## config.mk

```make
export PLATFORM = sky130hd
export DESIGN_NAME = periph_bus_decoder_flat
export DESIGN_NICKNAME = d
export VERILOG_FILES = /design/src/rtl/periph_bus_decoder_if.sv /design/src/rtl/periph_bus_decoder.sv /design/src/flat_wrapper.sv
export SDC_FILE = /design/constraint.sdc
export NUM_CORES = 1
export LEC_CHECK = 0
export ABC_AREA = 1
export BUFFER_PORTS_ARGS = -buffer_cell sky130_fd_sc_hd__buf_4
export CAP_MARGIN = 20
export CORE_AREA = 10 10 150 152
export CTS_CLUSTER_DIAMETER = 80
export DETAILED_ROUTE_END_ITERATION = 16
export DIE_AREA = 0 0 160 162
export PLACE_DENSITY_LB_ADDON = 0.25
export SETUP_SLACK_MARGIN = 0.02
export SYNTH_ARGS = -nofsm -noshare
export SYNTH_HDL_FRONTEND = slang
export SYNTH_SLANG_ARGS = --single-unit
```

## constraint.sdc

```tcl
create_clock -name clk -period 1.5 [get_ports clk]
set_input_delay 0.225 -clock clk [delete_from_list [all_inputs] [get_ports clk]]
set_output_delay 0.225 -clock clk [all_outputs]
set_load 0.02 [all_outputs]
```

## src/rtl/periph_bus_decoder_if.sv

```systemverilog
// Purpose: core data-memory port and peripheral slave buses bundled for the decoder.
// Latency: none (signal bundle only).
// Backpressure: none; slaves accept every write and return reads one cycle later.
interface periph_bus_decoder_if #(
   parameter int NSLV = 4
);
   // master (core) side
   logic                 m_wr_en_i;
   logic [31:0]          m_wr_addr_i;
   logic [31:0]          m_wr_data_i;
   logic                 m_rd_en_i;
   logic [31:0]          m_rd_addr_i;
   logic [31:0]          m_rd_data_o;
   logic                 m_rd_valid_o;
   // peripheral side
   logic [NSLV-1:0]      s_wr_en_o;
   logic [31:0]          s_wr_addr_o;
   logic [31:0]          s_wr_data_o;
   logic [31:0]          s_rd_addr_o;
   logic [NSLV*32-1:0]   s_rd_data_i;

   // Environment view: drives requests and slave read data, observes decoder outputs.
   modport master (
      output m_wr_en_i, m_wr_addr_i, m_wr_data_i, m_rd_en_i, m_rd_addr_i, s_rd_data_i,
      input  m_rd_data_o, m_rd_valid_o, s_wr_en_o, s_wr_addr_o, s_wr_data_o, s_rd_addr_o
   );

   // Decoder view: it is the slave of the core port.
   modport slave (
      input  m_wr_en_i, m_wr_addr_i, m_wr_data_i, m_rd_en_i, m_rd_addr_i, s_rd_data_i,
      output m_rd_data_o, m_rd_valid_o, s_wr_en_o, s_wr_addr_o, s_wr_data_o, s_rd_addr_o
   );
endinterface

```

## src/rtl/periph_bus_decoder.sv

```systemverilog
// Purpose: address decode / read-return mux from core data port to NSLV peripherals, with unmapped-access debug capture.
// Latency: writes combinational; read data + valid one cycle after the request (matches slave read latency).
// Backpressure: none; one read and one write accepted every cycle, back-to-back reads without bubbles.
module periph_bus_decoder #(
   parameter int          NSLV       = 4,
   parameter int          SEL_MSB    = 31,
   parameter int          SEL_LSB    = 28,
   parameter logic [31:0] DEFAULT_RD = 32'h0,
   parameter int          CNT_W      = 8
) (
   input  logic                  clk,
   input  logic                  rst_n,
   periph_bus_decoder_if.slave   bus,
   input  logic                  err_clr_i,
   output logic                  err_o,
   output logic [31:0]           err_addr_o,
   output logic [CNT_W-1:0]      err_cnt_o
);

   localparam int              IDXW     = SEL_MSB - SEL_LSB + 1;
   localparam logic [IDXW:0]   NSLV_W   = (IDXW+1)'(NSLV);
   localparam logic [31:0]     SEL_MASK = ((32'h1 << IDXW) - 32'h1) << SEL_LSB;
   localparam logic [CNT_W-1:0] CNT_MAX = '1;

   // ---------------------------------------------------------------
   // Decode of both address channels
   // ---------------------------------------------------------------
   logic [IDXW-1:0] w_wr_idx;
   logic [IDXW-1:0] w_rd_idx;
   logic            w_wr_map;
   logic            w_rd_map;

   assign w_wr_idx = bus.m_wr_addr_i[SEL_MSB:SEL_LSB];
   assign w_rd_idx = bus.m_rd_addr_i[SEL_MSB:SEL_LSB];
   assign w_wr_map = ({1'b0, w_wr_idx} < NSLV_W);
   assign w_rd_map = ({1'b0, w_rd_idx} < NSLV_W);

   // ---------------------------------------------------------------
   // Write path: purely combinational fan-out to the selected slave
   // ---------------------------------------------------------------
   logic [NSLV-1:0] w_wr_en;

   // One-hot write enable; an unmapped write enables nobody.
   always_comb begin
      w_wr_en = '0;
      for (int k = 0; k < NSLV; k++) begin
         if (bus.m_wr_en_i && w_wr_map && (w_wr_idx == IDXW'(k))) begin
            w_wr_en[k] = 1'b1;
         end
      end
   end

   // Slaves see an address local to their window, so the select field is stripped.
   assign bus.s_wr_en_o   = w_wr_en;
   assign bus.s_wr_addr_o = bus.m_wr_addr_i & ~SEL_MASK;
   assign bus.s_wr_data_o = bus.m_wr_data_i;
   assign bus.s_rd_addr_o = bus.m_rd_addr_i & ~SEL_MASK;

   // ---------------------------------------------------------------
   // Read path: remember which slave was asked, mux its data next cycle
   // ---------------------------------------------------------------
   logic [IDXW-1:0] r_sel_q;
   logic            r_rvld_q;
   logic            r_rmap_q;

   // Track the outstanding read so the return can be steered one cycle later.
   always_ff @(posedge clk or negedge rst_n) begin
      if (!rst_n) begin
         r_sel_q  <= '0;
         r_rvld_q <= 1'b0;
         r_rmap_q <= 1'b0;
      end else begin
         r_sel_q  <= w_rd_idx;
         r_rmap_q <= w_rd_map;
         r_rvld_q <= bus.m_rd_en_i;
      end
   end

   logic [31:0] w_rd_mux;

   // Return mux: unmapped reads and idle cycles both yield DEFAULT_RD.
   always_comb begin
      w_rd_mux = DEFAULT_RD;
      if (r_rvld_q && r_rmap_q) begin
         for (int k = 0; k < NSLV; k++) begin
            if (r_sel_q == IDXW'(k)) begin
               w_rd_mux = bus.s_rd_data_i[k*32 +: 32];
            end
         end
      end
   end

   assign bus.m_rd_data_o  = w_rd_mux;
   assign bus.m_rd_valid_o = r_rvld_q;

   // ---------------------------------------------------------------
   // Unmapped-access debug capture
   // ---------------------------------------------------------------
   logic             r_err_q;
   logic [31:0]      r_err_addr_q;
   logic [CNT_W-1:0] r_err_cnt_q;

   logic             w_we;
   logic             w_re;
   logic [1:0]       w_n;
   logic             w_base_err;
   logic [31:0]      w_base_addr;
   logic [CNT_W-1:0] w_base_cnt;
   logic [CNT_W:0]   w_cnt_sum;
   logic             w_err_nxt;
   logic [31:0]      w_addr_nxt;
   logic [CNT_W-1:0] w_cnt_nxt;

   assign w_we = bus.m_wr_en_i & ~w_wr_map;
   assign w_re = bus.m_rd_en_i & ~w_rd_map;
   assign w_n  = {1'b0, w_we} + {1'b0, w_re};

   // Clear selects an all-zero base; this cycle's events still land on top of it,
   // so an error coincident with a clear is never lost.
   always_comb begin
      w_base_err  = err_clr_i ? 1'b0 : r_err_q;
      w_base_addr = err_clr_i ? 32'h0 : r_err_addr_q;
      w_base_cnt  = err_clr_i ? '0 : r_err_cnt_q;

      w_err_nxt   = w_base_err | (w_n != 2'd0);

      // Only the first unmapped access since clear is recorded; write wins a tie.
      w_addr_nxt  = w_base_addr;
      if (!w_base_err) begin
         if (w_we) begin
            w_addr_nxt = bus.m_wr_addr_i;
         end else if (w_re) begin
            w_addr_nxt = bus.m_rd_addr_i;
         end
      end

      // Saturating add: one extra bit catches overflow past all-ones.
      w_cnt_sum = {1'b0, w_base_cnt} + (CNT_W+1)'(w_n);
      if (w_cnt_sum > {1'b0, CNT_MAX}) begin
         w_cnt_nxt = CNT_MAX;
      end else begin
         w_cnt_nxt = w_cnt_sum[CNT_W-1:0];
      end
   end

   // Error state registers.
   always_ff @(posedge clk or negedge rst_n) begin
      if (!rst_n) begin
         r_err_q      <= 1'b0;
         r_err_addr_q <= 32'h0;
         r_err_cnt_q  <= '0;
      end else begin
         r_err_q      <= w_err_nxt;
         r_err_addr_q <= w_addr_nxt;
         r_err_cnt_q  <= w_cnt_nxt;
      end
   end

   assign err_o      = r_err_q;
   assign err_addr_o = r_err_addr_q;
   assign err_cnt_o  = r_err_cnt_q;

endmodule

```

## src/flat_wrapper.sv

```systemverilog
// flat-port wrapper written by rule: the top's interface ports become plain ports
module periph_bus_decoder_flat 
#(
   parameter int          NSLV       = 4,
   parameter int          SEL_MSB    = 31,
   parameter int          SEL_LSB    = 28,
   parameter logic [31:0] DEFAULT_RD = 32'h0,
   parameter int          CNT_W      = 8
)
  (clk, rst_n, err_clr_i, err_o, err_addr_o, err_cnt_o, bus_m_wr_en_i, bus_m_wr_addr_i, bus_m_wr_data_i, bus_m_rd_en_i, bus_m_rd_addr_i, bus_s_rd_data_i, bus_m_rd_data_o, bus_m_rd_valid_o, bus_s_wr_en_o, bus_s_wr_addr_o, bus_s_wr_data_o, bus_s_rd_addr_o);
  periph_bus_decoder_if #(.NSLV(NSLV)) bus_i ();
  input  logic clk;
  input  logic rst_n;
  input  logic err_clr_i;
  output logic err_o;
  output logic [31:0] err_addr_o;
  output logic [CNT_W-1:0] err_cnt_o;
  input wire logic [$bits(bus_i.m_wr_en_i)-1:0] bus_m_wr_en_i;
  input wire logic [$bits(bus_i.m_wr_addr_i)-1:0] bus_m_wr_addr_i;
  input wire logic [$bits(bus_i.m_wr_data_i)-1:0] bus_m_wr_data_i;
  input wire logic [$bits(bus_i.m_rd_en_i)-1:0] bus_m_rd_en_i;
  input wire logic [$bits(bus_i.m_rd_addr_i)-1:0] bus_m_rd_addr_i;
  input wire logic [$bits(bus_i.s_rd_data_i)-1:0] bus_s_rd_data_i;
  output wire logic [$bits(bus_i.m_rd_data_o)-1:0] bus_m_rd_data_o;
  output wire logic [$bits(bus_i.m_rd_valid_o)-1:0] bus_m_rd_valid_o;
  output wire logic [$bits(bus_i.s_wr_en_o)-1:0] bus_s_wr_en_o;
  output wire logic [$bits(bus_i.s_wr_addr_o)-1:0] bus_s_wr_addr_o;
  output wire logic [$bits(bus_i.s_wr_data_o)-1:0] bus_s_wr_data_o;
  output wire logic [$bits(bus_i.s_rd_addr_o)-1:0] bus_s_rd_addr_o;
  assign bus_i.m_wr_en_i = bus_m_wr_en_i;
  assign bus_i.m_wr_addr_i = bus_m_wr_addr_i;
  assign bus_i.m_wr_data_i = bus_m_wr_data_i;
  assign bus_i.m_rd_en_i = bus_m_rd_en_i;
  assign bus_i.m_rd_addr_i = bus_m_rd_addr_i;
  assign bus_i.s_rd_data_i = bus_s_rd_data_i;
  assign bus_m_rd_data_o = bus_i.m_rd_data_o;
  assign bus_m_rd_valid_o = bus_i.m_rd_valid_o;
  assign bus_s_wr_en_o = bus_i.s_wr_en_o;
  assign bus_s_wr_addr_o = bus_i.s_wr_addr_o;
  assign bus_s_wr_data_o = bus_i.s_wr_data_o;
  assign bus_s_rd_addr_o = bus_i.s_rd_addr_o;
  periph_bus_decoder #(.NSLV(NSLV), .SEL_MSB(SEL_MSB), .SEL_LSB(SEL_LSB), .DEFAULT_RD(DEFAULT_RD), .CNT_W(CNT_W)) u_core (.clk(clk), .rst_n(rst_n), .bus(bus_i), .err_clr_i(err_clr_i), .err_o(err_o), .err_addr_o(err_addr_o), .err_cnt_o(err_cnt_o));
endmodule
```

Yosys cells after proc, flatten, opt, wreduce, memory -nomap -nowiden
Cells that the tools add are included.
- reductions and logical operators: 9
- mux-type cells: 16
- add/sub/neg operators: 2
- bitwise operators: 5
- equal/unequal tests: 6
- $lt $le $gt $ge: 3
- operators by type and width (cell ; count):
    $mux W32 ; 9
    $eq A4 B2 Y1 const B ; 4
    $mux W8 ; 2
    $add A8 B2 Y9 ; 1
    $gt A9 B8 Y1 const B ; 1
    $eq A4 B1 Y1 const B ; 2
    $logic_not A4 Y1 ; 2
    $lt A4 B3 Y1 const B ; 2
    $logic_and A1 B1 Y1 ; 6
    $mux W1 ; 5
    $add A1 B1 Y2 ; 1
    $and A1 B1 Y1 ; 2
    $not A1 Y1 ; 2
    $reduce_bool A2 Y1 ; 1
    $or A1 B1 Y1 ; 1
- register bits: 47
- output and inout bits: 174
- word-level logic and storage cells: 47
- input bits: 229

Logic depth before layout (Yosys ltp)
Gate-level depths: netlist of run 1.
- depth in word-level cells: 7
- depth in mapped cells: 14
- depth with buffers taken out: 12

Worst setup path before layout of run 1
No wires, ideal clock.
- path type: input-to-reg
- start: in bus_m_wr_en_i
- end: reg u_core.r_err_cnt_q[7] (netlist: u_core.err_cnt_o[7])
- data arrival time: 2.051 ns
- cell stages on the path: 12
- data required time: 1.371 ns
- path slack: -0.681 ns
- library setup time: 0.129 ns
- buffers on the path: 2
- cell sequence: nand2_1 -> nand2_2 -> inv_1 -> buf_4 -> buf_4 -> ha_1 -> ha_1 -> fa_1 -> inv_1 -> nor2_1 -> nand4_2 -> nand3_1
- cells in the longest elaborated chain, start to end: 5
- ends and longest elaborated chain (element ; line ; text):
    start, declared ; flat_wrapper.sv:18 ; input wire logic [$bits(bus_i.m_wr_en_i)-1:0] bus_m_wr_en_i;
    $and A1 B1 Y1 * ; periph_bus_decoder.sv:114 ; assign w_we = bus.m_wr_en_i & ~w_wr_map;
    $add A1 B1 Y2 * ; periph_bus_decoder.sv:116 ; assign w_n = {1'b0, w_we} + {1'b0, w_re};
    $add A8 B2 Y9 * ; periph_bus_decoder.sv:138 ; w_cnt_sum = {1'b0, w_base_cnt} + (CNT_W+1)'(w_n);
    $gt A9 B8 Y1 ; periph_bus_decoder.sv:139 ; if (w_cnt_sum > {1'b0, CNT_MAX}) begin
    $mux W8 * ; periph_bus_decoder.sv:139 ;
    net u_core.w_cnt_nxt[7] ; periph_bus_decoder.sv:112 ; logic [CNT_W-1:0] w_cnt_nxt;
    end signal, assigned ; periph_bus_decoder.sv:155 ; r_err_cnt_q <= w_cnt_nxt;
    end, declared ; periph_bus_decoder.sv:101 ; logic [CNT_W-1:0] r_err_cnt_q;
Mark *: on every way through the listed nets, which the timed path passes. The rest lies on a longest branch.

Final worst setup path of run 1
- start: reg u_core.r_sel_q[3]
- end: out bus_m_rd_data_o[2]
- cells in the longest elaborated chain, start to end: 6
- elaborated cells on any way between the ends: 9
- those cells by class: eq/ne (3); mux (5); reduce/logical (1)
- ends and longest elaborated chain (element ; line ; text):
    start, declared ; periph_bus_decoder.sv:62 ; logic [IDXW-1:0] r_sel_q;
    start signal, assigned ; periph_bus_decoder.sv:73 ; r_sel_q <= w_rd_idx;
    $logic_not A4 Y1 ; periph_bus_decoder.sv:86 ; if (r_sel_q == IDXW'(k)) begin
    $mux W32 (3 in a row) ; periph_bus_decoder.sv:86 ;
    $mux W32 * ; periph_bus_decoder.sv:86 ;
    $mux W32 * ; periph_bus_decoder.sv:84 ; if (r_rvld_q && r_rmap_q) begin
    end, declared ; flat_wrapper.sv:24 ; output wire logic [$bits(bus_i.m_rd_data_o)-1:0] bus_m_rd_data_o;
Mark *: on every way between the ends. The rest lies on a longest branch, timed or not.

==> results of run 1 <==
[worst max-delay path, cell delays in order (launching register included)]
cell     delay (ns)
dfrtp_1        0.39
nor2_4         0.18
buf_12         0.14
buf_8          0.14
nand2_8        0.07
or2_2          0.29
nand3_2        0.08
nor2_4         0.03
buf_4          0.15
[cells by family after synthesis]
logic type,Yosys count
flip-flops,47
AO/OA/AOI/OAI,8
AND/OR/NAND/NOR,514
XOR/XNOR,3
buffers and inverters,214
adder cells (fa/ha/maj),5
other,1
[flip-flops by register name, indices dropped and copies added (netlist names)]
register	flops
u_core.bus.m_rd_valid_o	1
u_core.err_addr_o	32
u_core.err_cnt_o	8
u_core.err_o	1
u_core.r_rmap_q	1
u_core.r_sel_q	4
[layer usage]
layer	vias to the layer above	share of wire, %
li1	2895	-
met1	2771	39
met2	288	50
met3	13	9.3
met4	0	0.90
met5	-	0
[report_power, final]
| group | switching (W) | internal [W] |
|---|---|---|
| clock | 0.000513 | 0.000626 |
| sequential | 0.000104 | 0.00144 |
| combinational | 0.00134 | 0.00120 |
[layout make-up]
class	count	area share (%)
Timing Repair Buffer	384	39.3
Multi-Input combinational cell	540	37.5
Sequential cell	47	14.1
Tap cell	265	3.96
Inverter	76	3.44
Clock buffer	6	1.54
Clock inverter	2	0.194
[worst min path at each step]
stage	depth (start not counted)	endpoint	slack, ns
floorplan	0	u_core.bus.m_rd_valid_o	-0.07
global placement	1	u_core.err_addr_o[25]	0.29
detailed placement	1	u_core.err_addr_o[11]	0.29
CTS	1	u_core.r_sel_q[1]	0.06
global route	1	u_core.r_sel_q[1]	0.06
finish	1	u_core.r_sel_q[1]	0.07
[through the flow]
stage	cells	instance area (um^2)	setup TNS, ns	power, W	utilization, %
final	1320	8360	-14.69	0.00522	43.1
after global routing	1320	8360	-17.45	0.00554	43.1
after CTS	1305	7750	-14.56	0.00513	40.0
after detailed placement	1292	7480	-11.22	0.00392	38.5
after global placement	1292	7480	-10.14	0.00391	38.5
after floorplan	799	5200	-2.81	0.00290	-
[placed cells by master, fill, tap and decap left out, types with 8 or more instances in the layout]
cell type,n
buf_4,331
nand2_1,209
nand3_1,112
inv_1,70
nor2_1,57
dfrtp_1,47
nor2_4,33
buf_6,31
and3_4,26
nand3_2,21
nand3b_1,14
buf_12,14
clkbuf_16,11
nor2_2,9
conb_1,8
[what timing repair did]
| item | CTS | global route |
|---|---|---|
| cloned | 0 | 10 |
| hold buffers | 1 | 0 |
| gates resized for setup | 22 | 83 |
| endpoints found under the hold margin | 47 | 0 |
| endpoints found under the setup margin | 40 | 40 |
| pin swaps | 6 | 21 |
| buffers inserted | 4 | 5 |
==> impl_metrics.toml, run 1 <==
[sta]
hold_violations = 0
period_share_pct = 133
relSlewSlack_pct = 58.6
slew_viol_final = 0
max_freq_ghz = 0.500
setup_viol = 32
skew_ns = 0.00659
fin_crit_ns = 2.00
hold_ws_ns = 0.0665
setup_ws_ns = -0.499
rsz0062_at_grt = "yes"
tightest_slew_ns = 0.621

[grt]
grt_start_max_net_pins = 49
overflow = 0
grt_usage_pct = 16.2
met2_usage_pct = 29.1
grt_antenna_before_repair = 0
grt_first_pass_wirelength_um = 34100
busiest_layer = "met2"
use_met1_pct = 18.4
use_met3_pct = 6.02
grt_pass1_vias = 5969

[drt]
wl_per_cell_um = 18.2
drt-total-wl_um = 24000
drtIter0Drc = 313
drtAntennaViolNets = 0
remaining_drc_errors = 0
vias = 5967
viasPerCell = 4.52
dr.pass1.iters = 6

[setup_path]
rrSetupSlack_ns = 0
crit_start = "u_core.r_sel_q[3]"
arrival_ns = 1.77
crit_path_end_kind = "output port"
reg2reg_depth = 8
endpoint = "bus_m_rd_data_o[2]"
r2r-end = "u_core.err_cnt_o[2]"
path_class = "flip-flop to output port"
crit_path_max_fanout = 4
required_ns = 1.27
rr_startpoint = "u_core.err_cnt_o[0]"
cp-start-kind = "flip-flop"

[clocking]
clockRootBuffer = "clkbuf_16"
clock-sinks = 47
clock_path_buffers = 2
clk_pin_slew_ns = 0.07
htree_levels = 2
clkLatencyLatePin_ns = 0.29
cts-buffers-inserted = 5
cts_tree = "built"

[logic_synthesis]
synth_top_family_by_area = "simple AND/OR/NAND/NOR gates"
synth.distinct_cells = 31
syn-cell-area_um2 = 4850
synth-seq-cells = 47
async_flop_share_pct = 100
synth_top_area_share_pct = 24.3
yosys.area.top_type = "dfrtp_1"
synth_common_cells = "nand2_1, nand3_1, buf_4, nor2_1, inv_1"
synth_compound_gate_area_share_pct = 1.06
muxShareOfSynthArea_pct = 0
seq_area_frac_synth_pct = 24.3
synth-simple-area-share_pct = 47.5
synth-xor-area-share_pct = 0.542
yosysMostFrequentCell = "nand2_1"
yosys-top-cells-area = "dfrtp_1, nand2_1, buf_4"
synth-adder-area-share_pct = 1.45
synth_flop_cell = "dfrtp_1"
synth_edf_count = 0
syn-instance-count = 792
yosys_warnings = 0
synth.avg_cell_area_um2 = 6.12

[placement]
place_congestion = 0.806
port-buffer-count = 330
dp_slack_ns = -0.354
hpwl_um = 18100

[power_and_ir_drop]
power_density_nw_per_um2 = 624
peakVddDrop_uv = 421
p_leak_nw = 4.22

[cells_and_area]
multi_input_area_um2 = 3130
drive_gt1_share_pct = 48.2
area_delta_synth_final_pct = 72.5
nets = 1288
diodes = 0
fillers = 2035
seq_area_um2 = 1180

[min_path]
hold_start = "bus_m_rd_addr_i[29]"
hold_path.class = "input pin to flip-flop"

[floorplanning]
std_cell_rows = 51
ios = 403
die_x_um = 160
fp.dieArea_um2 = 25900
fp.dieH_um = 162
core_area_um2 = 19400
initial_core_util_pct = 25.0

[flow_run]
cap_violations = 0

[run_status]
violations = "setup timing"
status = "finished with violations"
(Power assumes the default switching activity.)
==> inputs of run 2 (changes only) <==
--- a/config.mk
+++ b/config.mk
@@ -17,3 +17,4 @@
 export SYNTH_ARGS = -nofsm -noshare
 export SYNTH_HDL_FRONTEND = slang
 export SYNTH_SLANG_ARGS = --single-unit
+export TNS_END_PERCENT = 30
==> run 2 against run 1 <==
Largest power group unchanged. Die area did not move. The flow still finishes with violations (setup timing). Critical endpoint is now bus_m_rd_data_o[3]. Hold slack barely moved. Register-to-register slack improved by 0.04 ns.
==> impl_metrics.toml, run 2 (same netlist as run 1, synthesis figures left out) <==
[drt]
dr.pass1.iters = 5
wl_per_cell_um = 17.5
vias = 5831
route.met2.wl_um = 11600
drtAntennaViolNets = 0
drt-total-wl_um = 23100
drt-met1-wl_um = 9070
maxUsedRoutingLayer = "met4"
remaining_drc_errors = 0
drtIter0Drc = 262
viasPerCell = 4.41
wl_met3_um = 2290

[setup_path]
rrSetupSlack_ns = 0.04
slowest_delay_ns = 0.39
arrival_ns = 1.69
crit_path_end_kind = "output port"
reg2reg_depth = 10
cp_common_cell = "buf_12"
slowest_stage = "dfrtp_1"
rr_startpoint = "u_core.err_cnt_o[1]"
crit_start = "u_core.r_sel_q[3]"
crit_path_max_fanout = 13
crit_chain = "nor2_4 -> buf_12 -> buf_12 -> nand3_1 -> and3_1 -> nor2_2 -> buf_6"
cp-start-kind = "flip-flop"
path_class = "flip-flop to output port"
r2r-end = "u_core.err_cnt_o[7]"
required_ns = 1.27
crit_buf_inv = 3
critPathTopFamily = "simple AND/OR/NAND/NOR gates"

[min_path]
worstHoldPathCells = 1
hold_path.class = "input pin to flip-flop"
worstHoldEndpoint = "u_core.r_sel_q[1]"
hold_start = "bus_m_rd_addr_i[29]"

[sta]
fin_crit_ns = 1.92
relSlewSlack_pct = 64.4
slew_viol_final = 0
skew_ns = 0.00531
setup_tns_ns = -12.12
hold_ws_ns = 0.0661
setup_ws_ns = -0.419
max_freq_ghz = 0.521
tightest_slew_ns = 0.534
hold_violations = 0
setup_viol = 32
rsz0062_at_grt = "yes"
period_share_pct = 128

[power_and_ir_drop]
p_sw_w = 0.00189
intPower_w = 0.00323
peakVddDrop_uv = 538
sequentialPowerShare_pct = 30.2
power_density_nw_per_um2 = 642
p_clk_share_pct = 23.1
swShare_pct = 37.0
comb_power_share_pct = 46.8
p_leak_nw = 4.13

[floorplanning]
ios = 403
fp.dieH_um = 162
fp.dieArea_um2 = 25900
initial_core_util_pct = 25.0
std_cell_rows = 51
die_x_um = 160
core_area_um2 = 19400

[grt]
overflow = 0
grt_antenna_before_repair = 0
grt_first_pass_wirelength_um = 34600
grt_start_max_net_pins = 49
grt_pass1_vias = 5940
grt_usage_pct = 16.6

[cells_and_area]
drive_gt1_share_pct = 44.3
area_delta_synth_final_pct = 64.6
layout_commonest_cell = "buf_4"
nets = 1289
mostFrequentLayoutCells = "buf_4, nand2_1, nand3_1"
fillers = 2125
diodes = 0
largest_reg_flops = 32

[run_status]
violations = "setup timing"
status = "finished with violations"

[clocking]
clk_pin_slew_ns = 0.07
htree_levels = 2
clkLatencyLatePin_ns = 0.29
cts_tree = "built"
cts-buffers-inserted = 5
clockRootBuffer = "clkbuf_16"
clock-sinks = 47
clock_path_buffers = 2

[placement]
hpwl_um = 18100
dp_slack_ns = -0.355
port-buffer-count = 330
place_congestion = 0.840

[flow_run]
cap_violations = 0
run 2: changes by cell type in the layout (fill, tap and decap cells not counted), sizes merged:
cell,change
buf,+7
clkbuf,-4
clkinv,+1
inv,-1
nand2,-2
run 2: final cells by class:
type	count	area, um^2	share of cell area, %
tap	265	332	4.16
inverter	76	288	3.61
timing repair buffer	387	3210	40.3
multi-input combinational	538	2810	35.2
clock buffer	6	139	1.74
sequential	47	1180	14.8
clock inverter	2	16.3	0.204
run 2: what timing repair did:
action	in CTS	in global routing
setup buffers	8	4
setup endpoints to repair	40	40
hold buffers	1	0
cloned	3	3
endpoints found under the hold margin	47	0
resized for setup	26	58
pin swaps	5	11
run 2: power groups by stage:
stage	Combinational, W	Sequential (W)	Clock [W]
floorplan	0.00110	0.00176	0
global placement	0.00227	0.00157	0
detailed placement	0.00228	0.00157	0
CTS	0.00237	0.00155	0.00122
global route	0.00262	0.00157	0.00127
finish	0.00239	0.00154	0.00118
run 2: worst max path at each step:
| stage | cells past startpoint | slack (ns) | end |
|---|---|---|---|
| finish | 7 | -0.42 | bus_m_rd_data_o[3] |
| global route | 7 | -0.51 | bus_m_rd_data_o[8] |
| CTS | 7 | -0.44 | bus_m_rd_data_o[6] |
| detailed placement | 11 | -0.36 | u_core.err_cnt_o[5] |
| global placement | 9 | -0.34 | u_core.err_cnt_o[5] |
| floorplan | 12 | -0.37 | u_core.err_cnt_o[5] |
run 2: through the flow:
| stage | total power (W) | utilization, % | instance area, um^2 | instances |
|---|---|---|---|---|
| detailed placement | 0.00385 | 37.6 | 7290 | 1296 |
| global placement | 0.00384 | 37.6 | 7290 | 1296 |
| finish | 0.00512 | 41.1 | 7980 | 1321 |
| CTS | 0.00514 | 39.7 | 7700 | 1316 |
| floorplan | 0.00285 | - | 5010 | 799 |
| global route | 0.00546 | 41.1 | 7980 | 1321 |
run 2: routing by layer:
| layer | global-route usage [%] | vias up |
|---|---|---|
| li1 | - | 2894 |
| met4 | 2.59 | 0 |
| met5 | 0 | - |
| met3 | 6.70 | 10 |
| met2 | 29.3 | 294 |
| met1 | 18.6 | 2633 |
==> inputs of run 3 (changes only) <==
--- a/config.mk
+++ b/config.mk
@@ -5,7 +5,6 @@
 export SDC_FILE = /design/constraint.sdc
 export NUM_CORES = 1
 export LEC_CHECK = 0
-export ABC_AREA = 1
 export BUFFER_PORTS_ARGS = -buffer_cell sky130_fd_sc_hd__buf_4
 export CAP_MARGIN = 20
 export CORE_AREA = 10 10 150 152
@@ -14,6 +13,7 @@
 export DIE_AREA = 0 0 160 162
 export PLACE_DENSITY_LB_ADDON = 0.25
 export SETUP_SLACK_MARGIN = 0.02
+export SKIP_LAST_GASP = 1
 export SYNTH_ARGS = -nofsm -noshare
 export SYNTH_HDL_FRONTEND = slang
 export SYNTH_SLANG_ARGS = --single-unit
==> constraint.sdc (replaced) <==
create_clock -name clk -period 1.5 [get_ports clk]
set_input_delay 0.225 -clock clk [delete_from_list [all_inputs] [get_ports clk]]
set_output_delay 0.225 -clock clk [all_outputs]
set_load 0.005 [all_outputs]
==> run 3 against run 2 <==
The flow still finishes with violations (setup timing). Hold slack worse by 0.0015 ns. Global-route usage down 0.86 points. Combinational power down 23%. Count of clock-buffer cells in the layout up 1. Sequential share of layout area up 1.8 points. First-iteration DRC count down 19%. Worst setup slack worse by 0.022 ns. Wire length down 1.3%. Utilization down 4.4 points. Clock power down 9%. Area after synthesis down 11%. Critical path depth down 1. Critical endpoint is now bus_m_rd_data_o[28]. Highest routed layer is now met5.
==> impl_metrics.toml, run 3 <==
[run_status]
status = "finished with violations"
violations = "setup timing"

[sta]
skew_ns = 0.00405
max_freq_ghz = 0.515
setup_ws_ns = -0.441
hold_violations = 0
period_share_pct = 129
slew_viol_final = 0
rsz0062_at_grt = "yes"
setup_viol = 40
fin_crit_ns = 1.94

[logic_synthesis]
synth_edf_count = 0
seq_area_frac_synth_pct = 27.3
synth-seq-cells = 47
yosys_warnings = 0
synth.distinct_cells = 40
yosys-top-cells-area = "dfrtp_1, buf_4, mux2_2"
synth.avg_cell_area_um2 = 9.21
syn-cell-area_um2 = 4310
yosys.area.top_type = "dfrtp_1"
yosysMostFrequentCell = "buf_4"
synth_flop_cell = "dfrtp_1"
synth_top_area_share_pct = 27.3
async_flop_share_pct = 100
syn-instance-count = 468
synth_common_cells = "buf_4, mux2_2, dfrtp_1, nor2_1, o2bb2ai_1"

[grt]
busiest_layer = "met2"
overflow = 0
use_met3_pct = 5.84
grt_pass1_vias = 4811
grt_start_max_net_pins = 48
grt_usage_pct = 15.7
grt_antenna_before_repair = 2
met2_usage_pct = 29.8
grt_first_pass_wirelength_um = 31800
use_met1_pct = 16.3

[drt]
drtIter0Drc = 211
drt-total-wl_um = 22800
drtAntennaViolNets = 0
remaining_drc_errors = 0
vias = 4544
wl_per_cell_um = 23.2
viasPerCell = 4.62
dr.pass1.iters = 6

[cells_and_area]
seq_area_um2 = 1180
largest_reg_flops = 32
layout.cells.non_filler = 983
layout_commonest_cell = "buf_4"
nets = 952
diodes = 0
area_delta_synth_final_pct = 65.2
fillers = 2048
mostFrequentLayoutCells = "buf_4, mux2_2, dfrtp_1"
drive_gt1_share_pct = 66.2
multi_input_area_um2 = 2420

[clocking]
clkLatencyLatePin_ns = 0.29
clk_pin_slew_ns = 0.06
cts-buffers-inserted = 5
htree_levels = 2
clock_path_buffers = 2
cts_tree = "built"
clockRootBuffer = "clkbuf_16"
clock-sinks = 47

[flow_run]
cap_violations = 0

[setup_path]
arrival_ns = 1.72
crit_path_max_fanout = 7
cp-start-kind = "flip-flop"
crit_path_end_kind = "output port"
required_ns = 1.27
path_class = "flip-flop to output port"

[min_path]
hold_path.class = "input pin to flip-flop"

[power_and_ir_drop]
p_clk_share_pct = 24.4
peakVddDrop_uv = 412
p_total_w = 0.00440
p_sw_w = 0.00129
comb_power_share_pct = 41.6
intPower_w = 0.00311
power_density_nw_per_um2 = 618
sequentialPowerShare_pct = 34.0
p_leak_nw = 3.58
swShare_pct = 29.4

[placement]
dp.cells = 967
port-buffer-count = 330
place_congestion = 0.809
dp_slack_ns = -0.506
hpwl_um = 18300

[floorplanning]
std_cell_rows = 51
fp.dieH_um = 162
core_area_um2 = 19400
fp.dieArea_um2 = 25900
initial_core_util_pct = 22.2
ios = 403
die_x_um = 160
## run 3: cell types whose count changed in the layout (fill, tap and decap cells not counted), sizes merged, moves of 32 or more
cell     before  now
mux2          0   60
inv          76    6
o2bb2ai       0   32
nor2         99   38
nand3       134    6
nand2       217    5
## run 3: cell families after synthesis
family          count (synthesis)  share of synthesized area (%)
mux                            62                           16.4
fa+ha+maj                       5                           1.63
flops                          47                           27.3
compound gates                135                           24.6
simple gates                   71                           8.01
other cells                     1                         0.0870
xor+xnor                        2                          0.407
buf+inv                       145                           21.5
## run 3: area by class of cell
class	instances	area share, %
clock buffer	7	1.86
multi-input combinational	283	34.1
sequential	47	16.6
timing repair buffer	375	42.5
tap	265	4.66
inverter	6	0.352
## run 3: stage by stage
step | hold WS, ns | utilization, % | area [um^2] | setup TNS (ns)
4_1_cts | 0.0557 | 35.2 | 6830 | -15.16
2_1_floorplan | -0.0706 | - | 4450 | -3.90
3_3_place_gp | 0.225 | 34.4 | 6680 | -13.79
3_5_place_dp | 0.224 | 34.4 | 6680 | -14.51
6_report | 0.0646 | 36.7 | 7120 | -15.07
5_1_grt | 0.0512 | 36.7 | 7120 | -18.09
## run 3: worst max-delay path, cell delays in order (launching register included)
cell	delay [ns]
dfrtp_4	0.49
buf_12	0.16
clkbuf_16	0.16
mux2_2	0.26
o22ai_1	0.14
nor2_1	0.07
buf_4	0.14
## run 3: metal layers
metal | routed length (um) | vias to the layer above
met5 | 13 | -
met1 | 8160 | 2167
met2 | 12400 | 230
met4 | 256 | 2
met3 | 2020 | 18
li1 | - | 2127
## run 3: timing repair
item	CTS	global route
buffers inserted	0	2
cloned	0	6
hold buffers	1	0
endpoints found under the setup margin	40	68
hold endpoints to repair	47	0
pin swaps	0	4
resized for setup	0	28
## run 3: final timing paths
kind                                        from                    end  slack (ns)  cells after the start
min reg2reg                u_core.err_addr_o[12]  u_core.err_addr_o[12]        0.49                      1
min in group asynchronous                  rst_n  u_core.err_addr_o[24]        0.44                      3
max                            u_core.r_sel_q[0]    bus_m_rd_data_o[28]       -0.44                      6
min                          bus_m_rd_addr_i[29]      u_core.r_sel_q[1]        0.06                      1
max in group asynchronous                  rst_n   u_core.err_addr_o[7]        0.81                      3
max reg2reg                  u_core.err_cnt_o[1]    u_core.err_cnt_o[1]       -0.28                      6
## run 3: power by group through the flow
stage                     combinational, W  clock [W]  sequential, W
after floorplan                   0.000842          0        0.00152
after global placement             0.00174          0        0.00152
after detailed placement           0.00175          0        0.00152
after CTS                          0.00176    0.00113        0.00150
after global routing               0.00199    0.00117        0.00151
final                              0.00183    0.00107        0.00149
